## src/rtl/mlx90640_pkg.sv

```systemverilog
// mlx90640_pkg: shared constants and types for the MLX90640 frame assembler.
package mlx90640_pkg;

    localparam int N_WORDS = 768;
    localparam int ADDR_W  = 10;

    typedef enum logic [1:0] {IDLE, RUN, DONE} state_t;
    typedef logic subpage_t;

endpackage

```

## src/rtl/mlx90640_frame_assembler.sv

```systemverilog
// mlx90640_frame_assembler: keeps the chess-pattern half of a subpage stream,
// writes it to an external frame RAM and tracks the subpage signed min/max.
module mlx90640_frame_assembler
    import mlx90640_pkg::*;
#(
    parameter int p_cols   = 32,
    parameter int p_rows   = 24,
    parameter int p_data_w = 16
) (
    input  logic                i_clk,
    input  logic                i_rst_n,
    input  logic                i_start,
    input  logic                i_subpage,
    input  logic                i_valid,
    input  logic [p_data_w-1:0] i_data,
    output logic                o_ready,
    output logic                o_we,
    output logic [ADDR_W-1:0]   o_waddr,
    output logic [p_data_w-1:0] o_wdata,
    output logic                o_busy,
    output logic                o_done,
    output logic [p_data_w-1:0] o_min,
    output logic [p_data_w-1:0] o_max,
    output logic                o_frame_valid
);

    if (p_cols * p_rows != N_WORDS) begin : g_geom_check
        $error("p_cols*p_rows must equal N_WORDS");
    end

    localparam logic [p_data_w-1:0] MIN_INIT = {1'b0, {(p_data_w-1){1'b1}}};
    localparam logic [p_data_w-1:0] MAX_INIT = {1'b1, {(p_data_w-1){1'b0}}};

    state_t                state_q, state_d;
    logic [ADDR_W-1:0]     n_q, n_d;
    subpage_t              sub_q, sub_d;
    logic                  we_q, we_d;
    logic [ADDR_W-1:0]     waddr_q, waddr_d;
    logic [p_data_w-1:0]   wdata_q, wdata_d;
    logic [p_data_w-1:0]   run_min_q, run_min_d, run_max_q, run_max_d;
    logic [p_data_w-1:0]   min_q, min_d, max_q, max_d;
    logic [1:0]            mask_q, mask_d;
    logic                  accept, keep, last;
    logic [p_data_w-1:0]   min_next, max_next;

    // Parity of row+col equals the xor of their low bits.
    assign keep     = (1'(n_q / ADDR_W'(p_cols)) ^ 1'(n_q % ADDR_W'(p_cols))) == sub_q;
    assign accept   = (state_q == RUN) && i_valid;
    assign last     = n_q == ADDR_W'(N_WORDS - 1);
    assign min_next = (keep && $signed(i_data) < $signed(run_min_q)) ? i_data : run_min_q;
    assign max_next = (keep && $signed(i_data) > $signed(run_max_q)) ? i_data : run_max_q;

    always_comb begin
        state_d   = state_q;
        n_d       = n_q;
        sub_d     = sub_q;
        we_d      = 1'b0;
        waddr_d   = waddr_q;
        wdata_d   = wdata_q;
        run_min_d = run_min_q;
        run_max_d = run_max_q;
        min_d     = min_q;
        max_d     = max_q;
        mask_d    = mask_q;
        case (state_q)
            IDLE: if (i_start) begin
                state_d   = RUN;
                n_d       = '0;
                sub_d     = i_subpage;
                run_min_d = MIN_INIT;
                run_max_d = MAX_INIT;
            end
            RUN: if (accept) begin
                n_d       = n_q + 1'b1;
                we_d      = keep;
                waddr_d   = n_q;
                wdata_d   = i_data;
                run_min_d = min_next;
                run_max_d = max_next;
                // Publish results on the edge into DONE so they are visible with o_done.
                if (last) begin
                    state_d        = DONE;
                    min_d          = min_next;
                    max_d          = max_next;
                    mask_d[sub_q]  = 1'b1;
                end
            end
            default: state_d = IDLE;
        endcase
    end

    always_ff @(posedge i_clk or negedge i_rst_n) begin
        if (!i_rst_n) begin
            state_q   <= IDLE;
            n_q       <= '0;
            sub_q     <= 1'b0;
            we_q      <= 1'b0;
            waddr_q   <= '0;
            wdata_q   <= '0;
            run_min_q <= '0;
            run_max_q <= '0;
            min_q     <= '0;
            max_q     <= '0;
            mask_q    <= '0;
        end else begin
            state_q   <= state_d;
            n_q       <= n_d;
            sub_q     <= sub_d;
            we_q      <= we_d;
            waddr_q   <= waddr_d;
            wdata_q   <= wdata_d;
            run_min_q <= run_min_d;
            run_max_q <= run_max_d;
            min_q     <= min_d;
            max_q     <= max_d;
            mask_q    <= mask_d;
        end
    end

    assign o_ready       = state_q == RUN;
    assign o_busy        = state_q != IDLE;
    assign o_done        = state_q == DONE;
    assign o_we          = we_q;
    assign o_waddr       = waddr_q;
    assign o_wdata       = wdata_q;
    assign o_min         = min_q;
    assign o_max         = max_q;
    assign o_frame_valid = &mask_q;

endmodule

```

## config.mk

```make
export PLATFORM = sky130hd
export DESIGN_NAME = mlx90640_frame_assembler
export DESIGN_NICKNAME = d
export VERILOG_FILES = /design/src/rtl/mlx90640_pkg.sv /design/src/rtl/mlx90640_frame_assembler.sv
export SDC_FILE = /design/constraint.sdc
export NUM_CORES = 1
export LEC_CHECK = 0
export CORE_UTILIZATION = 56
export CTS_BUF_LIST = sky130_fd_sc_hd__clkbuf_2 sky130_fd_sc_hd__clkbuf_4 sky130_fd_sc_hd__clkbuf_8
export CTS_CLUSTER_SIZE = 40
export DETAILED_ROUTE_END_ITERATION = 6
export GPL_ROUTABILITY_DRIVEN = 0
export PLACE_DENSITY = 0.83
export SYNTH_ARGS = -nofsm -noshare
export SYNTH_HDL_FRONTEND = slang
export SYNTH_SLANG_ARGS = --single-unit
```

## constraint.sdc

```tcl
create_clock -name i_clk -period 3.1 [get_ports i_clk]
set_input_delay 0.62 -clock i_clk [delete_from_list [all_inputs] [get_ports i_clk]]
set_output_delay 0.62 -clock i_clk [all_outputs]
set_load 0.005 [all_outputs]
```

Word-level counts from Yosys, hierarchy flattened
Cells that the tools add are included.
{ "classes": {"n_bitwise": 2, "order_cmp": 4, "reduce_logical": 13, "eq_ne": 7, "muxes": 19, "addsub": 1} }
{ "ops": {"columns": ["op", "count"], "rows": [
  ["$mux 16", 6],
  ["$pmux 16 s2", 2],
  ["$mux 10", 2],
  ["$pmux 10 s2", 1],
  ["$gt 16x16->1", 1],
  ["$lt 16x16->1", 1],
  ["$add 10x1->10 const B", 1],
  ["$eq 10x10->1 const B", 1],
  ["$reduce_and 3->1", 3],
  ["$mux 2", 3],
  ["$reduce_and 2->1", 3],
  ["$logic_and 1x1->1", 4],
  ["$ne 2x1->1 const B", 2],
  ["$pmux 2 s2", 1],
  ["$reduce_bool 2->1", 2],
  ["$mux 1", 3],
  ["$eq 2x1->1 const B", 1],
  ["$eq 2x2->1 const B", 1],
  ["$logic_not 2->1", 1],
  ["$lt 1x2->1 const B", 1],
  ["$ne 2x2->1 const B", 1],
  ["$or 2x2->2", 1],
  ["$demux 1 s1", 1],
  ["$eq 1x1->1", 1],
  ["2 further kinds", 2]
]} }
{ "word_totals": {"elab_cells": 57, "ff_bits": 106} }

Longest topological paths before layout
Gate-level depths: netlist of run 1.
{ "logic_depth": {"ltp_word": 6, "ltp_mapped": 10} }

Worst setup path after synthesis of run 1
Ideal clock, no wire load.
{ "synth_timing": {"path_kind": "input to register", "start": "input port i_data[13]", "end": "register run_max_q[10]", "cell_stages": 9, "required_time_ns": 2.999, "setup_ns": 0.101, "setup_slack_ns": 0.363, "t_arrival_ns": 2.636, "path_cell_list": "ha_1 > nand3_1 > nor4_2 > a21bo_2 > and3_1 > buf_2 > o211a_2 > buf_2 > o32ai_1"} }
{ "synth_between": {"elab_chain_cells": 5} }
{ "synth_rtl": {"columns": ["element", "line", "source"], "rows": [
  ["start, declared", "mlx90640_frame_assembler.sv:15", "input logic [p_data_w-1:0] i_data,"],
  ["$gt 16x16->1", "mlx90640_frame_assembler.sv:51", "assign max_next = (keep && $signed(i_data) > $signed(run_max_q)) ? i_data : run_max_q;"],
  ["$logic_and 1x1->1", "mlx90640_frame_assembler.sv:51", null],
  ["$mux 16", "mlx90640_frame_assembler.sv:51", null],
  ["$mux 16", "mlx90640_frame_assembler.sv:73", "RUN: if (accept) begin"],
  ["$pmux 16 s2", "mlx90640_frame_assembler.sv:65", "case (state_q)"],
  ["end signal, assigned", "mlx90640_frame_assembler.sv:113", "run_max_q <= run_max_d;"],
  ["end, declared", "mlx90640_frame_assembler.sv:40", "logic [p_data_w-1:0] run_min_q, run_min_d, run_max_q, run_max_d;"]
]} }
No other way between the ends. The select of a mux whose other input is x is not followed.
A chain may end at the register's enable or synchronous reset.

Final worst setup path of run 1
{ "layout_timing": {"start": "input port i_data[14]", "end": "register run_max_q[7]"} }
The elaborated chain is that of the path after synthesis.

==> flow_summary.rst, run 1 <==
.. list-table::
   :header-rows: 1

   * - Metric
     - Value
   * - Number of buffers added by the clock tree synthesis step
     - 9
   * - Final worst path period need
     - 3.00 ns
   * - Combined global-route utilization of all metal layers
     - 30.3%
   * - Data required time of the worst path
     - 3.36 ns
   * - Library cell used as clock root buffer
     - sky130_fd_sc_hd__clkbuf_8
   * - Fill cell count
     - 652
   * - Wire per inst
     - 17.9 um
   * - Cells after DPL
     - 781
   * - Synth top cells by count
     - sky130_fd_sc_hd__dfrtp_1 (106), sky130_fd_sc_hd__nand2_1 (55), sky130_fd_sc_hd__inv_1 (51), sky130_fd_sc_hd__nor2_1 (45), sky130_fd_sc_hd__nand3_1 (40)
   * - Number of levels in the clock H-tree
     - 3
   * - Cell Count, Final, Fillers Out
     - 797
   * - Fin. max-slew vios
     - 0
   * - Number of enable flip-flop cells after synthesis
     - 0
   * - Setup slack after placement
     - -0.311 ns
   * - Iteration-0 DRC count of the detailed router
     - 354
   * - Count of endpoints failing hold in the final timing report
     - 0
   * - Delay of the slowest cell on the worst path
     - 0.55 ns
   * - Arrival time reported for the critical path endpoint
     - 3.26 ns
   * - Ratio of final minimum period to clock period
     - 96.7%
   * - CTS-repair resized insts
     - 0
   * - Buffer count from post-CTS setup fixing
     - 0
   * - Total inserted antenna cells
     - 0
   * - Pwr Density
     - 701 mW/mm^2
   * - Highest net fanout along the worst path
     - 15
   * - Number of nets in the synthesized netlist
     - 608
   * - Multi-input gate area
     - 0.00240 mm^2
   * - Horizontal extent of the die
     - 99.8 um
   * - Overall via count from detail_route
     - 4,822
   * - Run status
     - finished, final reports clean
   * - Mean Syn Cell Area
     - 9.66 um^2
   * - HPWL reported at the end of detailed placement
     - 10,100 um
   * - Number of nets in the layout
     - 716
   * - Hold-fix buffers, CTS
     - 0
   * - Syn. warnings
     - 0
   * - Type of the tightest min-delay check
     - in -> async
   * - Fraction of registers with async set/reset
     - 100%
   * - Number of standard cells after synthesis
     - 555
   * - Cell variety after synth
     - 49
   * - Detailed-route DRC error count
     - 0
   * - Kind of critical path
     - in -> reg
   * - Number of clock sinks
     - 106
   * - CTS tree
     - done
   * - Most used DFF post-synth
     - sky130_fd_sc_hd__dfrtp_1
   * - Total die area
     - 0.00997 mm^2
   * - Leakage power summed over all cells
     - 3.20 nW
   * - Post-Syn Area
     - 0.00536 mm^2
   * - Number of buffer cells added on primary ports
     - 83
   * - Number of max-cap violations
     - 0
   * - Area growth from synthesis to layout
     - 28.1%
   * - Pin count of the biggest net entering global routing
     - 68
   * - Top-Level Pins
     - 84
   * - Fraction of post-synthesis cell area in the top cell type by area
     - 49.5%
   * - Maximum clock frequency
     - 0.334 GHz
   * - Portion of the post-synthesis area used by sequential elements
     - 49.5%
   * - Pin slew with the least headroom to its limit
     - 0.670 ns
   * - Vias in the first global route
     - 4,702
   * - Register area
     - 0.00265 mm^2
   * - Remaining antenna violation count
     - 0
   * - GRT overflow
     - 0
   * - Slowest cell on the critical path
     - sky130_fd_sc_hd__clkdlybuf4s50_1
   * - Clock insertion delay at the later pin of the skew report
     - 0.37 ns
   * - Most area-consuming cells after synthesis
     - sky130_fd_sc_hd__dfrtp_1 (49%), sky130_fd_sc_hd__ha_1 (7.5%), sky130_fd_sc_hd__nand2_1 (3.9%), sky130_fd_sc_hd__a31oi_1 (3.7%), sky130_fd_sc_hd__nand3_1 (3.7%)
   * - Starting Density
     - 58.0%
   * - Worst hold slack across all endpoints
     - 0.273 ns
   * - Cell taking the most area after synthesis
     - sky130_fd_sc_hd__dfrtp_1
   * - Detailed-router iteration count before antenna repair
     - 5
   * - Aggregate routed wire length
     - 14,300 um
   * - CP cell instances
     - clkdlybuf4s50_1 -> ha_1 -> nand3_1 -> nor4_4 -> a21bo_2 -> and3_1 -> o211a_2 -> buf_12 -> o32ai_1
   * - RSZ-0062 raised after global routing
     - true
   * - Fraction of layout instances using a drive strength above 1
     - 11.8%
   * - Worst clock skew
     - 0.00838 ns
   * - Number of buffers on the longest clock path
     - 2
   * - Nature of the critical path startpoint
     - input port
   * - WP buf/inv
     - 2
   * - Setup-violating endpoint count in the final report
     - 0
   * - Slack of the critical path
     - 0.103 ns
   * - Most instantiated library cell after synthesis
     - sky130_fd_sc_hd__dfrtp_1
   * - Initial antenna violation count
     - 0
   * - Site Rows
     - 35
   * - Worst-path clk slew
     - 0.10 ns
   * - Core ar.
     - 0.00924 mm^2
   * - Max-Slew Margin vs Limit
     - 55.3%
   * - Gate family responsible for the most delay along the worst path
     - compound AO/OA/AOI/OAI gates
   * - Maximum VDD drop
     - 0.000330 V
   * - Worst Setup End Kind
     - register
   * - First-pass GRT wire length
     - 23,600 um
   * - Synthesized flop and latch total
     - 106
   * - Die height
     - 99.8 um
   * - Via density per instance
     - 6.05
[state kept, by name (all words and copies together) (netlist names)]
signal     flops
state_q        2
o_max         16
run_max_q     16
o_we           1
o_waddr       10
run_min_q     16
o_wdata       16
sub_q          1
n_q           10
mask_q         2
o_min         16
[final timing paths]
kind                       cells past startpoint             to    startpoint  slack (ns)
min reg2reg                                    1      mask_q[0]     mask_q[0]        0.46
max in group asynchronous                      3  run_min_q[12]       i_rst_n        2.00
max reg2reg                                    9   run_min_q[8]  run_min_q[1]        0.50
min                                            1       o_min[8]       i_rst_n        0.27
min in group i_clk                             1      mask_q[0]     mask_q[0]        0.46
max                                            9   run_max_q[7]    i_data[14]        0.10
[cells by family after synthesis]
group / Yosys count / synth area share, %
DFF: 106 / 49.5
AOI/OAI and AO/OA: 152 / 20.5
buffers and inverters: 83 / 6.04
adders and majority gates: 32 / 7.47
muxes: 1 / 0.187
xor gates and xnor gates: 9 / 1.47
and+or+nand+nor: 172 / 14.9
[layer usage]
layer	GRT usage, %	routed length, um
met1	41.8	6070
met2	48.3	6890
met3	6.20	1000
met4	9.95	321
met5	0	0
[through the flow]
stage | setup TNS, ns | utilization (%) | cell area, um^2 | total power, mW
2_1_floorplan | 0 | - | 5360 | 3.09
3_3_place_gp | -6.25 | 72.1 | 6670 | 3.85
3_5_place_dp | -13.29 | 72.1 | 6670 | 3.96
4_1_cts | 0 | 74.1 | 6850 | 4.77
5_1_grt | -0.00459 | 74.3 | 6870 | 5.12
6_report | 0 | 74.3 | 6870 | 4.81
[worst register-to-register path, cell delays in order (launching register included)]
cell and delay [ns]:
sky130_fd_sc_hd__dfrtp_1 0.38, sky130_fd_sc_hd__inv_1 0.05, sky130_fd_sc_hd__ha_1 0.31, sky130_fd_sc_hd__a2111oi_4 0.37, sky130_fd_sc_hd__o31ai_2 0.15, sky130_fd_sc_hd__buf_4 0.16
sky130_fd_sc_hd__nor4_2 0.46, sky130_fd_sc_hd__nor2_1 0.11, sky130_fd_sc_hd__buf_4 0.20, sky130_fd_sc_hd__o32a_1 0.30
[cell usage in the layout, fill, tap and decap left out, types with 2 or more instances in the layout]
cell / n
sky130_fd_sc_hd__a21o_1: 7
sky130_fd_sc_hd__a21oi_1: 9
sky130_fd_sc_hd__a21oi_2: 2
sky130_fd_sc_hd__a31oi_1: 32
sky130_fd_sc_hd__and3_1: 2
sky130_fd_sc_hd__and4_1: 2
sky130_fd_sc_hd__buf_12: 8
sky130_fd_sc_hd__buf_4: 39
sky130_fd_sc_hd__clkbuf_8: 10
sky130_fd_sc_hd__clkdlybuf4s50_1: 81
sky130_fd_sc_hd__clkinv_4: 2
sky130_fd_sc_hd__clkinvlp_4: 3
sky130_fd_sc_hd__dfrtp_1: 106
sky130_fd_sc_hd__ha_1: 32
sky130_fd_sc_hd__inv_1: 51
sky130_fd_sc_hd__nand2_1: 55
sky130_fd_sc_hd__nand3_1: 40
sky130_fd_sc_hd__nand4_1: 7
sky130_fd_sc_hd__nor2_1: 45
sky130_fd_sc_hd__nor2b_1: 3
sky130_fd_sc_hd__nor3_1: 6
sky130_fd_sc_hd__o211ai_1: 17
sky130_fd_sc_hd__o21a_1: 2
sky130_fd_sc_hd__o21ai_0: 37
sky130_fd_sc_hd__o31ai_1: 2
sky130_fd_sc_hd__o32a_1: 16
sky130_fd_sc_hd__o32ai_1: 15
sky130_fd_sc_hd__or2_2: 3
sky130_fd_sc_hd__xnor2_1: 5
sky130_fd_sc_hd__xor2_1: 4
[report_power, final]
| group | internal, mW | total [mW] | switching, mW |
|---|---|---|---|
| Clock | 0.326 | 0.809 | 0.483 |
| Sequential | 1.65 | 1.87 | 0.217 |
| Combinational | 0.973 | 2.14 | 1.16 |
[layout make-up]
class                   instances  area share (%)
flip-flops and latches        106            38.6
multi-input cells             366            35.0
inverters                      51            2.79
clock inverters                 5           0.583
well taps                     129            2.35
clock buffers                  11            2.11
repair buffers                129            18.6
Note: power is estimated with default switching activity, not from simulation.
==> run 2: changes to the inputs <==
Settings changed: CTS_CLUSTER_DIAMETER set to 60, TNS_END_PERCENT set to 1.
==> results of run 2 <==
Final layout, timing and power as in run 1 (identical DEF).
